<file path="config.mk">
export PLATFORM = sky130hd
export DESIGN_NAME = mult_share_ctrl
export DESIGN_NICKNAME = d
export VERILOG_FILES = /design/src/rtl/mult_ctrl_pkg.sv /design/src/rtl/rr_arbiter.sv /design/src/rtl/mult_share_ctrl.sv
export SDC_FILE = /design/constraint.sdc
export NUM_CORES = 1
export LEC_CHECK = 0
export CORE_ASPECT_RATIO = 1.75
export CORE_MARGIN = 5
export CORE_UTILIZATION = 40
export DETAILED_ROUTE_END_ITERATION = 16
export PLACE_DENSITY = 0.75
export RECOVER_POWER = 100
export SLEW_MARGIN = 25
export SYNTH_ARGS = -nofsm -noshare
export SYNTH_HDL_FRONTEND = slang
export SYNTH_SLANG_ARGS = --single-unit
</file>
<file path="constraint.sdc">
create_clock -name clk -period 4.2 [get_ports clk]
set_input_delay 1.05 -clock clk [delete_from_list [all_inputs] [get_ports clk]]
set_output_delay 1.05 -clock clk [all_outputs]
set_load 0.02 [all_outputs]
</file>
<file path="src/rtl/mult_ctrl_pkg.sv">
// Shared definitions for the multiplier-sharing controller.
//   state_t     : controller FSM state encoding (IDLE/ISSUE/WAIT/RESP)
//   OPW_DEF     : default operand width; product width is 2*OPW
//   TIMEOUT_DEF : default watchdog limit in WAIT cycles
//   cnt_width() : width of a counter that runs 0..limit-1
package mult_ctrl_pkg;

    typedef enum logic [1:0] {
        ST_IDLE  = 2'd0,
        ST_ISSUE = 2'd1,
        ST_WAIT  = 2'd2,
        ST_RESP  = 2'd3
    } state_t;

    localparam int OPW_DEF     = 8;
    localparam int PW_DEF      = 2 * OPW_DEF;
    localparam int TIMEOUT_DEF = 16;

    function automatic int cnt_width(input int limit);
        return (limit < 3) ? 1 : $clog2(limit);
    endfunction

endpackage

</file>
<file path="src/rtl/rr_arbiter.sv">
// Round-robin arbiter: picks the first asserted request searching upward
// from ptr_i with wrap-around.
//   req_i   : request vector
//   ptr_i   : index with highest priority this cycle
//   grant_o : one-hot grant (all zero when no request)
//   idx_o   : index of the granted requester
//   any_o   : at least one request present
module rr_arbiter #(
    parameter int NREQ = 4,
    parameter int IW   = (NREQ > 1) ? $clog2(NREQ) : 1
) (
    input  logic [NREQ-1:0] req_i,
    input  logic [IW-1:0]   ptr_i,
    output logic [NREQ-1:0] grant_o,
    output logic [IW-1:0]   idx_o,
    output logic            any_o
);

    logic [IW:0]   pos;
    logic [IW-1:0] cand;
    logic          found;

    always_comb begin
        grant_o = '0;
        idx_o   = '0;
        found   = 1'b0;
        pos     = '0;
        cand    = '0;
        for (int i = 0; i < NREQ; i++) begin
            // one extra bit so ptr + offset cannot overflow before the wrap
            pos = {1'b0, ptr_i} + (IW+1)'(i);
            if (pos >= (IW+1)'(NREQ)) begin
                pos = pos - (IW+1)'(NREQ);
            end
            cand = pos[IW-1:0];
            if (!found && req_i[cand]) begin
                found         = 1'b1;
                grant_o[cand] = 1'b1;
                idx_o         = cand;
            end
        end
        any_o = found;
    end

endmodule

</file>
<file path="src/rtl/mult_share_ctrl.sv">
// Shares one sequential signed multiplier among NREQ requesters.
// One operation in flight: IDLE (arbitrate) -> ISSUE (start pulse) ->
// WAIT (completion or watchdog) -> RESP (hold result until accepted).
//   clk, rst_n              : clock, asynchronous active-low reset
//   req_valid/req_ready     : per-requester request handshake, one-hot grant
//   req_a/req_b             : packed signed operands, requester i at [i*OPW +: OPW]
//   rsp_valid/rsp_ready     : per-requester response handshake, one-hot valid
//   rsp_product/rsp_err     : shared result bus; err=1 means watchdog abort, product 0
//   mul_start/mul_a/mul_b   : to the multiplier
//   mul_product/mul_ready   : from the multiplier
//   busy                    : controller not in IDLE
//   err_timeout             : sticky watchdog flag, cleared only by reset
module mult_share_ctrl
    import mult_ctrl_pkg::*;
#(
    parameter int NREQ    = 4,
    parameter int OPW     = OPW_DEF,
    parameter int TIMEOUT = TIMEOUT_DEF
) (
    input  logic                  clk,
    input  logic                  rst_n,
    input  logic [NREQ-1:0]       req_valid,
    output logic [NREQ-1:0]       req_ready,
    input  logic [NREQ*OPW-1:0]   req_a,
    input  logic [NREQ*OPW-1:0]   req_b,
    output logic [NREQ-1:0]       rsp_valid,
    input  logic [NREQ-1:0]       rsp_ready,
    output logic [2*OPW-1:0]      rsp_product,
    output logic                  rsp_err,
    output logic                  mul_start,
    output logic [OPW-1:0]        mul_a,
    output logic [OPW-1:0]        mul_b,
    input  logic [2*OPW-1:0]      mul_product,
    input  logic                  mul_ready,
    output logic                  busy,
    output logic                  err_timeout
);

    localparam int PW = 2 * OPW;
    localparam int IW = (NREQ > 1) ? $clog2(NREQ) : 1;
    localparam int CW = cnt_width(TIMEOUT);

    state_t                 state_q;
    logic [IW-1:0]          rr_ptr_q;
    logic [IW-1:0]          rr_ptr_d;
    logic [IW-1:0]          owner_q;
    logic signed [OPW-1:0]  a_q;
    logic signed [OPW-1:0]  b_q;
    logic signed [PW-1:0]   prod_q;
    logic                   err_q;
    logic                   err_timeout_q;
    logic [CW-1:0]          wait_cnt_q;

    logic [NREQ-1:0]        gnt;
    logic [IW-1:0]          gnt_idx;
    logic                   gnt_any;
    logic signed [OPW-1:0]  sel_a_d;
    logic signed [OPW-1:0]  sel_b_d;

    rr_arbiter #(
        .NREQ (NREQ),
        .IW   (IW)
    ) u_arb (
        .req_i   (req_valid),
        .ptr_i   (rr_ptr_q),
        .grant_o (gnt),
        .idx_o   (gnt_idx),
        .any_o   (gnt_any)
    );

    // Operand mux driven by the one-hot grant
    always_comb begin
        sel_a_d = '0;
        sel_b_d = '0;
        for (int i = 0; i < NREQ; i++) begin
            if (gnt[i]) begin
                sel_a_d = req_a[i*OPW +: OPW];
                sel_b_d = req_b[i*OPW +: OPW];
            end
        end
    end

    assign rr_ptr_d = (gnt_idx == IW'(NREQ - 1)) ? '0 : gnt_idx + IW'(1);

    always_ff @(posedge clk or negedge rst_n) begin
        if (!rst_n) begin
            state_q       <= ST_IDLE;
            rr_ptr_q      <= '0;
            owner_q       <= '0;
            a_q           <= '0;
            b_q           <= '0;
            prod_q        <= '0;
            err_q         <= 1'b0;
            err_timeout_q <= 1'b0;
            wait_cnt_q    <= '0;
        end else begin
            case (state_q)
                ST_IDLE: begin
                    if (gnt_any) begin
                        owner_q  <= gnt_idx;
                        a_q      <= sel_a_d;
                        b_q      <= sel_b_d;
                        rr_ptr_q <= rr_ptr_d;
                        state_q  <= ST_ISSUE;
                    end
                end
                ST_ISSUE: begin
                    wait_cnt_q <= '0;
                    state_q    <= ST_WAIT;
                end
                ST_WAIT: begin
                    // mul_ready is only trusted here: it is stale during the start cycle
                    if (mul_ready) begin
                        prod_q  <= mul_product;
                        err_q   <= 1'b0;
                        state_q <= ST_RESP;
                    end else if (wait_cnt_q == CW'(TIMEOUT - 1)) begin
                        prod_q        <= '0;
                        err_q         <= 1'b1;
                        err_timeout_q <= 1'b1;
                        state_q       <= ST_RESP;
                    end else begin
                        wait_cnt_q <= wait_cnt_q + CW'(1);
                    end
                end
                ST_RESP: begin
                    if (rsp_ready[owner_q]) begin
                        state_q <= ST_IDLE;
                    end
                end
                default: state_q <= ST_IDLE;
            endcase
        end
    end

    // Grant is combinational in IDLE; forced low while reset is held
    assign req_ready   = (rst_n && state_q == ST_IDLE) ? gnt : '0;
    assign rsp_valid   = (state_q == ST_RESP) ? (NREQ'(1) << owner_q) : '0;
    assign rsp_product = prod_q;
    assign rsp_err     = err_q;
    assign mul_start   = (state_q == ST_ISSUE);
    assign mul_a       = a_q;
    assign mul_b       = b_q;
    assign busy        = (state_q != ST_IDLE);
    assign err_timeout = err_timeout_q;

endmodule

</file>
Word-level counts from Yosys, hierarchy flattened --
Cells that the tools add are included.
Cells by class: $add $sub $neg 9, magnitude comparators 13, eq/ne operators 10, shift-type cells 1, muxes and demuxes 57, bitwise logic cells 4, reduce and logical (&&, ||, !) cells 20
Operators with widths (number):
- $mux W8 | 8
- $mux W16 | 2
- $mux W4 | 8
- $mux W2 | 13
- $lt A2 B3 Y1 const B | 5
- $mux W1 | 15
- $or A4 B4 Y4 | 3
- $bmux W1 S2 | 5
- $ge A3 B3 Y1 const B | 3
- $reduce_and A3 Y1 | 3
- $demux W1 S2 | 4
- $ge A2 B1 Y1 const B | 4
- $logic_and A1 B1 Y1 | 8
- $ne A2 B2 Y1 const B | 4
- $pmux W2 S4 | 1
- $pmux W4 S2 | 1
- $sub A2 B1 Y2 const B | 4
- $add A2 B2 Y3 const B | 2
- $eq A2 B2 Y1 const B | 3
- $reduce_bool A2 Y1 | 3
- $add A4 B1 Y4 const B | 1
- $eq A4 B4 Y1 const B | 1
- $reduce_and A2 Y1 | 2
- $shl A1 B2 Y4 const A | 1
- 8 further kinds | 10
Word-level totals: bits in registers 44, bits of input ports 91, output and inout bits 44, word-level logic and storage cells 123

Longest topological paths before layout --
Gate-level depths: netlist (run 1).
word-level depth 18, depth in mapped cells 12, depth with buffers taken out 8

Cells and area by module --
A second synthesis (run 1) with hierarchy kept.
Second synthesis, totals: cells, all modules 312, area total of the unflattened synthesis 2832.7 µm²
By module, submodules not included:
- mult_share_ctrl | instances 1, cells an instance 267, area an instance 2413.6 µm²
- rr_arbiter | instances 1, cells an instance 45, area an instance 419.2 µm²

Worst setup path before layout (run 1) --
Ideal clock, no wire load.
kind input-to-output, start in req_valid[0], end out req_ready[2], data arrival time 2.943 ns, data required time 3.150 ns, setup slack 0.207 ns, stages 8, path buffers 3, cell sequence buf_6 mux4_2 nand3b_4 a31oi_4 or2_1 buf_4 buf_6 nor2b_1
On the way: cells in the longest elaborated chain, start to end 13
RTL lines:
- start: declaration | line mult_share_ctrl.sv:22 | input logic [NREQ-1:0] req_valid,
- $bmux W1 S2 | line rr_arbiter.sv:36 | if (!found && req_i[cand]) begin
- $mux W1 (not written as such) | line rr_arbiter.sv:36
- $mux W1 | line rr_arbiter.sv:36
- $logic_not A1 Y1 | line rr_arbiter.sv:36
- $logic_and A1 B1 Y1 | line rr_arbiter.sv:36
- $mux W1 | line rr_arbiter.sv:36
- $logic_not A1 Y1 | line rr_arbiter.sv:36
- $logic_and A1 B1 Y1 | line rr_arbiter.sv:36
- $mux W1 | line rr_arbiter.sv:36
- $logic_not A1 Y1 | line rr_arbiter.sv:36
- $logic_and A1 B1 Y1 | line rr_arbiter.sv:36
- $mux W4 * | line rr_arbiter.sv:36
- $mux W4 * | line mult_share_ctrl.sv:137 | assign req_ready = (rst_n && state_q == ST_IDLE) ? gnt : '0;
- end: declaration | line mult_share_ctrl.sv:23 | output logic [NREQ-1:0] req_ready,
Every way passes the cells marked *; elsewhere a longest branch is shown, timed or not. The select of a mux whose other input is x is not followed.

Final worst setup path (run 1) --
start in req_valid[0], end out req_ready[0]
The elaborated chain is that of the path after synthesis.

==> results.cfg, run 1 <==
[status]
status = finished with violations
violations = capacitance limit, slew limit

[final_layout]
antennaDiodeCount = 0
synthToLayoutAreaGrowth_pct = 47.39
final_cell_area_um2 = 5009
drive_gt1_share_pct = 12.90
fillers = 763
instances_no_fill = 619
num-nets-final = 606
regArea_um2 = 1101
multi_input_area_um2 = 2007

[global_route]
grt_max_degree = 45
grt_pass1_wl_um = 18320
grt_pass1_vias = 3627
grt_overflow = 0
grt_usage_pct = 22.08
antenna_found_initial = 0

[critical_path]
worstPathRequired_ns = 3.15
cp-end-kind = output port
cp_data_arrival_time_ns = 3.03
crit_type = input pin to output port
worstSetupStartpointType = input pin
path_max_fanout = 7

[timing]
hold_violations = 0
finalMaxSlewViolations = 45
rsz0062_at_grt = false
tightest_slew_ns = 2.426
final.period_utilization_pct = 97.16
slew_headroom_pct = -61.70
max_freq_mhz = 245.1
setup_viol = 0
finalClockSkew_ns = 0.006613
period_minus_slack_ns = 4.081

[die]
dieArea_um2 = 10510
fp-row-count = 44
num_io_pins = 135
core_area_um2 = 8313
start_util_pct = 40.88
fp.dieW_um = 79.68
die_h_um = 131.9

[drt]
wl_per_cell_um = 18.68
wl_met3_um = 720
drt-met1-wl_um = 4387
antenna_left = 0
firstDrtPassIters = 5
remaining_drc_errors = 0
drtIter0Drc = 226
via_per_inst = 5.742
top_layer_used = met4
vias = 3554
wl_met2_um = 6031
postRouteWirelength_um = 11560

[place]
io_buffers = 134
place_area_um2 = 4905
dp.cells = 611
dp_hpwl_um = 8659
gp_congestion = 0.8494

[synth]
ys.flop_type = dfrtp_1
synth_top_area_share_pct = 32.40
synth.largest_area_cell = dfrtp_1
syn_area_um2 = 3398
synthArstFlopShare_pct = 100.0
ys_seq_area_share_pct = 32.40
yosysMostFrequentCell = nand2_1
syn_inst = 362
yosysWarnings = 0
synth_common_cells = 46 x nand2_1, 44 x dfrtp_1, 39 x a21oi_1
synth.distinct_cells = 46
ys_ff_latch = 44
syn-num-nets = 465
synth_edf_count = 0
syn_area_per_cell_um2 = 9.387
netlist_top_cells_area = dfrtp_1 32%, o211ai_1 6.0%, a21oi_1 5.7%

[clocking]
cts_hold_buf = 0
cts.sinks = 44
cts_buffer_depth = 2
path_clk_slew_ns = 0.06
tritoncts = yes
worstSkewPairLatency_ns = 0.29
htreeDepth = 2
cts_buffers = 5
ctsRootBufferMaster = clkbuf_16

[power]
ir_worst_vdd_uv = 349.7
finalPower_mw = 3.507
p_leak_nw = 2.121
power.density_nw_per_um2 = 700.2

[hold_path]
hold_class = register to register

[run]
cap_violations = 1
-- state kept, by name, summed over array words and instances (netlist names), named ones only --
| register | cells |
|---|---|
| rsp_err | 1 |
| mul_b | 8 |
| mul_a | 8 |
| owner_q | 2 |
| rsp_product | 16 |
| err_timeout | 1 |
| rr_ptr_q | 1 |
| wait_cnt_q | 4 |
| state_q | 2 |
-- placed cells by master (no fill, tap or decap), types with 2 or more instances in the layout --
cell / n
a31oi_1: 2
nand2b_1: 2
nand3_1: 3
clkbuf_1: 5
o211ai_2: 2
and3b_1: 3
mux4_2: 4
mux2i_1: 3
inv_1: 10
a21o_1: 3
buf_4: 25
a21oi_1: 38
o21ai_0: 16
mux2_2: 2
nand2_1: 46
o2111ai_1: 15
nor2_1: 8
o211ai_1: 30
nor3b_1: 3
and3_1: 3
o21bai_1: 17
a22o_1: 19
nor2b_1: 4
clkbuf_2: 4
clkbuf_16: 5
a211oi_1: 8
dlygate4sd3_1: 41
clkdlybuf4s50_1: 88
dfrtp_1: 44
nor3_1: 7
a211oi_2: 9
ha_1: 12
o21ai_2: 2
clkinv_4: 2
-- layer usage --
metal | GRT usage (%) | up-vias
li1 | - | 1662
met2 | 39.12 | 145
met4 | 10.90 | 0
met3 | 3.010 | 32
met1 | 25.25 | 1715
met5 | 0 | -
-- path summary, 6_finish.rpt --
path,from,endpoint,slack [ns],cells after the start
setup / recovery,req_valid[0],req_ready[0],0.12,7
hold / removal,err_timeout,err_timeout,0.48,1
setup reg to reg,rr_ptr_q[1],mul_a[5],1.11,9
hold reg to reg,err_timeout,err_timeout,0.48,1
max in group asynchronous,rst_n,mul_b[0],1.17,2
min in group asynchronous,rst_n,async pin,1.65,2
-- power by group --
group | switching (mW) | total [mW] | internal, mW
registers | 0.0936 | 0.680 | 0.586
logic | 1.38 | 2.38 | 0.998
clock network | 0.169 | 0.451 | 0.283
total | 1.64 | 3.51 | 1.87
-- cells by family (layout without fill, tap and decap cells) --
| kind of cell | count (synthesis) | in the layout | share of synthesized area (%) |
|---|---|---|---|
| AO/OA/AOI/OAI | 170 | 170 | 38.81 |
| XOR/XNOR | 1 | 1 | 0.2578 |
| adder cells (fa/ha/maj) | 12 | 12 | 4.418 |
| buffers and inverters | 41 | 183 | 7.659 |
| flip-flops | 44 | 44 | 32.40 |
| multiplexers | 9 | 9 | 4.197 |
| AND/OR/NAND/NOR | 85 | 85 | 12.26 |
-- worst max-delay path, cell delays in order --
cell and delay [ns]:
clkdlybuf4s50_1 0.52, clkbuf_1 0.28, nor3b_1 0.10, a22o_1 0.28, o21ai_0 0.31, a31oi_1 0.15, dlygate4sd2_1 0.34
-- through the flow --
stage	utilization [%]	hold slack [ns]	TNS [ns]	setup WS, ns
2_1_floorplan	-	0.4642	0	0.2067
3_3_place_gp	59.00	0.4566	-0.6721	-0.1988
3_5_place_dp	59.00	0.4722	-0.8914	-0.2496
4_1_cts	61.02	0.4864	0	0.0007649
5_1_grt	60.25	0.5028	0	0.02047
6_report	60.25	0.4786	0	0.1192
-- cell type report --
| cell class | instances | share of cell area [%] |
|---|---|---|
| Inverter | 10 | 0.7494 |
| Clock inverter | 3 | 0.9493 |
| Clock buffer | 5 | 2.498 |
| Timing Repair Buffer | 165 | 30.88 |
| Sequential cell | 44 | 21.98 |
| Tap cell | 115 | 2.873 |
| Multi-Input combinational cell | 277 | 40.07 |
-- what timing repair did --
action / in CTS / in global routing
setup buffers: 0 / 0
setup endpoints to repair: 4 / 3
endpoints found under the hold margin: 0 / 0
gates resized for setup: 4 / 6
No activity file was read; power rests on OpenSTA's default activity.
==> run 2: changes to the inputs <==
--- a/config.mk
+++ b/config.mk
@@ -5,11 +5,13 @@
 export SDC_FILE = /design/constraint.sdc
 export NUM_CORES = 1
 export LEC_CHECK = 0
+export ABC_AREA = 1
+export CAP_MARGIN = 20
 export CORE_ASPECT_RATIO = 1.75
 export CORE_MARGIN = 5
 export CORE_UTILIZATION = 40
 export DETAILED_ROUTE_END_ITERATION = 16
-export PLACE_DENSITY = 0.75
+export PLACE_DENSITY = 0.77
 export RECOVER_POWER = 100
 export SLEW_MARGIN = 25
 export SYNTH_ARGS = -nofsm -noshare
==> run 2 against run 1 <==
  * The run still ends with capacitance limit, slew limit left
  * Power is 16% higher
  * Clock power is essentially flat
  * Maximum frequency increased by 0.24%
  * First-iteration DRC count decreased by 26%
  * Worst hold slack lost 0.013 ns
  * Final area fell by 9.2%
  * Critical path type unchanged
  * Sequential share of layout area grew 2.2 points
  * Non-clock buffer count decreased by 25
  * Sequential power is 11% higher
==> results.cfg, run 2 <==
[status]
status = finished with violations
violations = capacitance limit, slew limit

[power]
pwr-share-comb_pct = 70.3
p_sw_share_pct = 51.63
p_int_mw = 1.963
p_clk_share_pct = 11.2
p_sw_mw = 2.095
sequentialPowerShare_pct = 18.5
finalPower_mw = 4.058
ir_worst_vdd_uv = 473.5
p_leak_nw = 2.145
power.density_nw_per_um2 = 892.8

[clocking]
cts-resized-gates = 0
tritoncts = yes
htreeDepth = 2
post_cts_buffers = 0
cts_hold_buf = 0
ctsRootBufferMaster = clkbuf_16
cts_buffers = 5
path_clk_slew_ns = 0.06
cts_buffer_depth = 2
worstSkewPairLatency_ns = 0.29
cts.sinks = 44

[synth]
synth_edf_count = 0
synth_top_family_by_area = simple AND/OR/NAND/NOR gates
yosysWarnings = 0
ys.flop_type = dfrtp_1
syn_area_per_cell_um2 = 7.975
netlist_top_cells_area = dfrtp_1 37%, a21oi_1 9.8%, nand2_1 9.7%
yosysMostFrequentCell = nand2_1
synth.largest_area_cell = dfrtp_1
synth_xor_area_share_pct = 0.2913
synth_common_cells = 78 x nand2_1, 59 x a21oi_1, 44 x dfrtp_1
syn_area_um2 = 3007
synth_fa_ha_area_share_pct = 4.994
synth.distinct_cells = 40
syn-num-nets = 480
synth_mux_area_share_pct = 0
ys_seq_area_share_pct = 36.62
synthArstFlopShare_pct = 100.0
synth-compound-area-share_pct = 21.06
ys_ff_latch = 44
syn_inst = 377
yosys.area_share.simple_pct = 27.80
synth_top_area_share_pct = 36.62

[timing]
tightest_slew_ns = 2.384
period_minus_slack_ns = 4.071
final.period_utilization_pct = 96.93
max_freq_mhz = 245.6
rsz0062_at_grt = false
hold_violations = 0
setup_viol = 0
finalClockSkew_ns = 0.006775
tns_ns = 0
finalMaxSlewViolations = 45
slew_headroom_pct = -58.94

[die]
start_util_pct = 40.29
fp.dieW_um = 75.54
fp-row-count = 42
num_io_pins = 135
core_area_um2 = 7462
die_h_um = 124.7
dieArea_um2 = 9418

[drt]
via_per_inst = 5.226
vias = 3125
drtIter0Drc = 168
antenna_left = 0
wl_per_cell_um = 16.01
postRouteWirelength_um = 9571
firstDrtPassIters = 4
remaining_drc_errors = 0

[place]
io_buffers = 134
dp_hpwl_um = 7332
place_area_um2 = 4394
gp_congestion = 0.9010

[critical_path]
rr_startpoint = rr_ptr_q[1]
crit_path_start = req_valid[3]
path_max_fanout = 4
worstPathRequired_ns = 3.15
crit_type = input pin to output port
cp_data_arrival_time_ns = 3.02
cp-end-kind = output port
worstSetupStartpointType = input pin

[global_route]
grt_util_met3_pct = 3.393
grt_pass1_vias = 3104
grt_pass1_wl_um = 15260
grt_overflow = 0
grt-busiest-layer = met2
grt_usage_pct = 20.42
antenna_found_initial = 0
grt_use_met1_pct = 23.92
met2_usage_pct = 35.56
grt_max_degree = 45

[final_layout]
layout_common_cells = 89 x clkdlybuf4s50_1, 79 x nand2_1, 59 x a21oi_1
largest_reg_flops = 16
synthToLayoutAreaGrowth_pct = 51.19
layout_commonest_cell = clkdlybuf4s50_1
fillers = 690
num-nets-final = 612
final_cell_area_um2 = 4546
finalCoreUtilization_pct = 60.92
antennaDiodeCount = 0
drive_gt1_share_pct = 10.59

[run]
cap_violations = 1

[hold_path]
hold_class = register to register
min-delay-start = rsp_err
run 2: logic make-up (layout without fill, tap and decap cells):
logic type | after synthesis | count (layout)
compound gates | 101 | 101
xor+xnor | 1 | 1
fa+ha+maj | 12 | 12
buf+inv | 60 | 193
flops | 44 | 44
simple gates | 159 | 159
run 2: layout make-up:
| type | count | area [um2] | area share (%) |
|---|---|---|---|
| Inverter | 45 | 173.9 | 3.826 |
| Timing Repair Buffer | 140 | 1366 | 30.06 |
| Multi-Input combinational cell | 273 | 1623 | 35.70 |
| Tap cell | 88 | 110.1 | 2.422 |
| Clock inverter | 3 | 46.29 | 1.018 |
| Clock buffer | 5 | 125.1 | 2.753 |
| Sequential cell | 44 | 1101 | 24.22 |
run 2: critical path, cell delays in order:
cell and delay, ns:
clkdlybuf4s50_1 0.51, inv_1 0.05, nand2_1 0.09, nand3_4 0.12, a21boi_0 0.35, a21oi_4 0.06, nand3_4 0.08, nand2_1 0.05
inv_1 0.05, clkdlybuf4s50_1 0.61
run 2: path summary, 6_finish.rpt:
kind                                end  slack (ns)  cells past startpoint
max                        req_ready[1]        0.13                     10
max reg2reg                 rr_ptr_q[1]        0.97                     12
min                             rsp_err        0.47                      2
min in group asynchronous    owner_q[1]        1.63                      2
min reg2reg                     rsp_err        0.47                      2
max in group asynchronous      mul_a[1]        1.22                      2
run 2: metrics by stage:
step,setup slack [ns],hold slack (ns),instances
after floorplan,1.007,0.4753,377
after global placement,0.1208,0.4466,590
after detailed placement,0.1045,0.4592,590
after CTS,0.1070,0.4739,598
after global routing,0.007534,0.4911,598
final,0.1288,0.4653,598
run 2: routing by layer:
metal | share of wire [%] | routed length (um)
met1 | 36 | 3484
met2 | 53 | 5106
met3 | 7.1 | 677
met4 | 3.2 | 303
met5 | 0 | 0
run 2: power by group through the flow:
stage | clock, mW | sequential (mW) | combinational [mW]
final | 0.454 | 0.752 | 2.85
after global routing | 0.483 | 0.778 | 3.17
after CTS | 0.463 | 0.761 | 2.96
after detailed placement | 0 | 0.767 | 2.95
after global placement | 0 | 0.759 | 2.90
after floorplan | 0 | 0.945 | 1.90
==> run 3: changes to the inputs <==
--- a/config.mk
+++ b/config.mk
@@ -11,8 +11,10 @@
 export CORE_MARGIN = 5
 export CORE_UTILIZATION = 40
 export DETAILED_ROUTE_END_ITERATION = 16
+export HOLD_SLACK_MARGIN = 0.1
 export PLACE_DENSITY = 0.77
 export RECOVER_POWER = 100
+export SETUP_SLACK_MARGIN = 0.15
 export SLEW_MARGIN = 25
 export SYNTH_ARGS = -nofsm -noshare
 export SYNTH_HDL_FRONTEND = slang
==> run 3 against run 2 <==
  * The run still ends with capacitance limit, slew limit left
  * Sequential share of layout area is 0.080 points higher
  * Via count hardly changed
  * Final cell count stayed put
  * Largest cell class unchanged
  * Critical path depth is 1 higher
  * Clock skew is 0.00085 ns lower
  * Critical endpoint is now req_ready[3]
  * Non-clock buffer count stayed put
==> results.cfg, run 3 (synthesized netlist as in run 2, its figures left out) <==
[power]
p_leak_nw = 2.135
sequentialPowerShare_pct = 18.5
pwr-share-comb_pct = 70.3
p_int_mw = 1.958
p_sw_mw = 2.094
power.density_nw_per_um2 = 894.3
p_sw_share_pct = 51.68
p_clk_share_pct = 11.2
ir_worst_vdd_uv = 474.0

[global_route]
grt_usage_pct = 20.42
antenna_found_initial = 0
grt_pass1_wl_um = 15260
grt_max_degree = 45
grt_pass1_vias = 3104
grt_overflow = 0

[final_layout]
instances_no_fill = 598
fillers = 691
multi_input_area_um2 = 1608
largest_reg_flops = 16
layout_commonest_cell = clkdlybuf4s50_1
drive_gt1_share_pct = 10.39
regArea_um2 = 1101
antennaDiodeCount = 0
num-nets-final = 612
layout_common_cells = 88 x clkdlybuf4s50_1, 79 x nand2_1, 59 x a21oi_1
synthToLayoutAreaGrowth_pct = 50.69

[timing]
tightest_slew_ns = 2.371
final.period_utilization_pct = 93.14
hold-worst-slack_ns = 0.4657
slew_headroom_pct = -58.06
tns_ns = 0
finalClockSkew_ns = 0.005930
period_minus_slack_ns = 3.912
rsz0062_at_grt = false
max_freq_mhz = 255.6
setup_viol = 0
hold_violations = 0
finalMaxSlewViolations = 45

[clocking]
tritoncts = yes
htreeDepth = 2
cts.sinks = 44
cts_buffer_depth = 2
path_clk_slew_ns = 0.06
cts_hold_buf = 0
cts-resized-gates = 4
post_cts_buffers = 0
ctsRootBufferMaster = clkbuf_16
worstSkewPairLatency_ns = 0.29
cts_buffers = 5

[hold_path]
hold_path_depth = 2
hold_class = register to register

[run]
cap_violations = 1

[place]
dp.cells = 590
gp_congestion = 0.9010
dp_hpwl_um = 7332
io_buffers = 134

[die]
core_area_um2 = 7462
start_util_pct = 40.29
dieArea_um2 = 9418
fp-row-count = 42
fp.dieW_um = 75.54
die_h_um = 124.7
num_io_pins = 135

[critical_path]
worstPathRequired_ns = 3.15
cp-end-kind = output port
cpLargestDelayFamily = buffers and inverters
path_max_fanout = 6
crit_path_max_incr_delay_ns = 0.45
cp_num_cells = 11
worst-path-buf-inv = 4
critPathSlowestCell = clkdlybuf4s50_1
cp_data_arrival_time_ns = 2.86
crit_type = input pin to output port
path_common_cell = nand2_1
r2r_cells = 12
worstSetupStartpointType = input pin
cp_cell_sequence = clkdlybuf4s50_1 -> inv_1 -> nand2_1 -> nand3_1 -> nand2_8 -> nor2_4 -> nand2_1 -> nand4_2 -> nand2_1 -> inv_1 -> dlygate4sd2_1

[drt]
drtIter0Drc = 184
remaining_drc_errors = 0
wl_per_cell_um = 15.96
antenna_left = 0
via_per_inst = 5.229
postRouteWirelength_um = 9542
vias = 3127
firstDrtPassIters = 5

[status]
status = finished with violations
violations = capacitance limit, slew limit
## run 3: final cells by class
class	instances	share of cell area, %
Inverter	45	3.839
Sequential cell	44	24.30
Timing Repair Buffer	140	30.16
Multi-Input combinational cell	273	35.49
Tap cell	88	2.430
Clock inverter	3	1.022
Clock buffer	5	2.762
## run 3: path summary, 6_finish.rpt
path	startpoint	end	slack [ns]
setup / recovery	req_valid[3]	req_ready[3]	0.29
hold / removal	rsp_err	rsp_err	0.47
setup reg to reg	rr_ptr_q[1]	rr_ptr_q[1]	1.01
hold reg to reg	rsp_err	rsp_err	0.47
max in group asynchronous	rst_n	mul_a[1]	1.23
min in group asynchronous	rst_n	owner_q[1]	1.62
## run 3: power groups by stage
stage               Clock (mW)  Combinational, mW  Sequential (mW)
floorplan                    0               1.90            0.945
finish                   0.454               2.85            0.750
detailed placement           0               2.95            0.767
global route             0.483               3.16            0.776
CTS                      0.463               2.96            0.761
global placement             0               2.90            0.759
## run 3: metrics by stage
| stage | total power, mW | area, um2 | util (%) | setup WS [ns] |
|---|---|---|---|---|
| finish | 4.052 | 4531 | 60.71 | 0.2880 |
| global route | 4.420 | 4531 | 60.71 | 0.1289 |
| CTS | 4.184 | 4562 | 61.13 | 0.1697 |
| detailed placement | 3.721 | 4394 | 58.89 | 0.1045 |
| global placement | 3.659 | 4394 | 58.89 | 0.1208 |
| floorplan | 2.847 | 3007 | - | 1.007 |
## run 3: worst register-to-register path, delay by kind of cell (launching register included)
family	cells	cell delay (ns)
buffers and inverters	3	0.82
DFF	1	0.51
adders and majority gates	1	0.39
AOI/OAI and AO/OA	1	0.10
and+or+nand+nor	7	1.33
## run 3: per-layer routing
metal,routed length [um],track usage [%],vias to the layer above
li1,-,-,1523
met1,3452,23.92,1468
met2,5132,35.56,114
met3,672,3.393,22
met4,286,7.827,0
met5,0,0,-
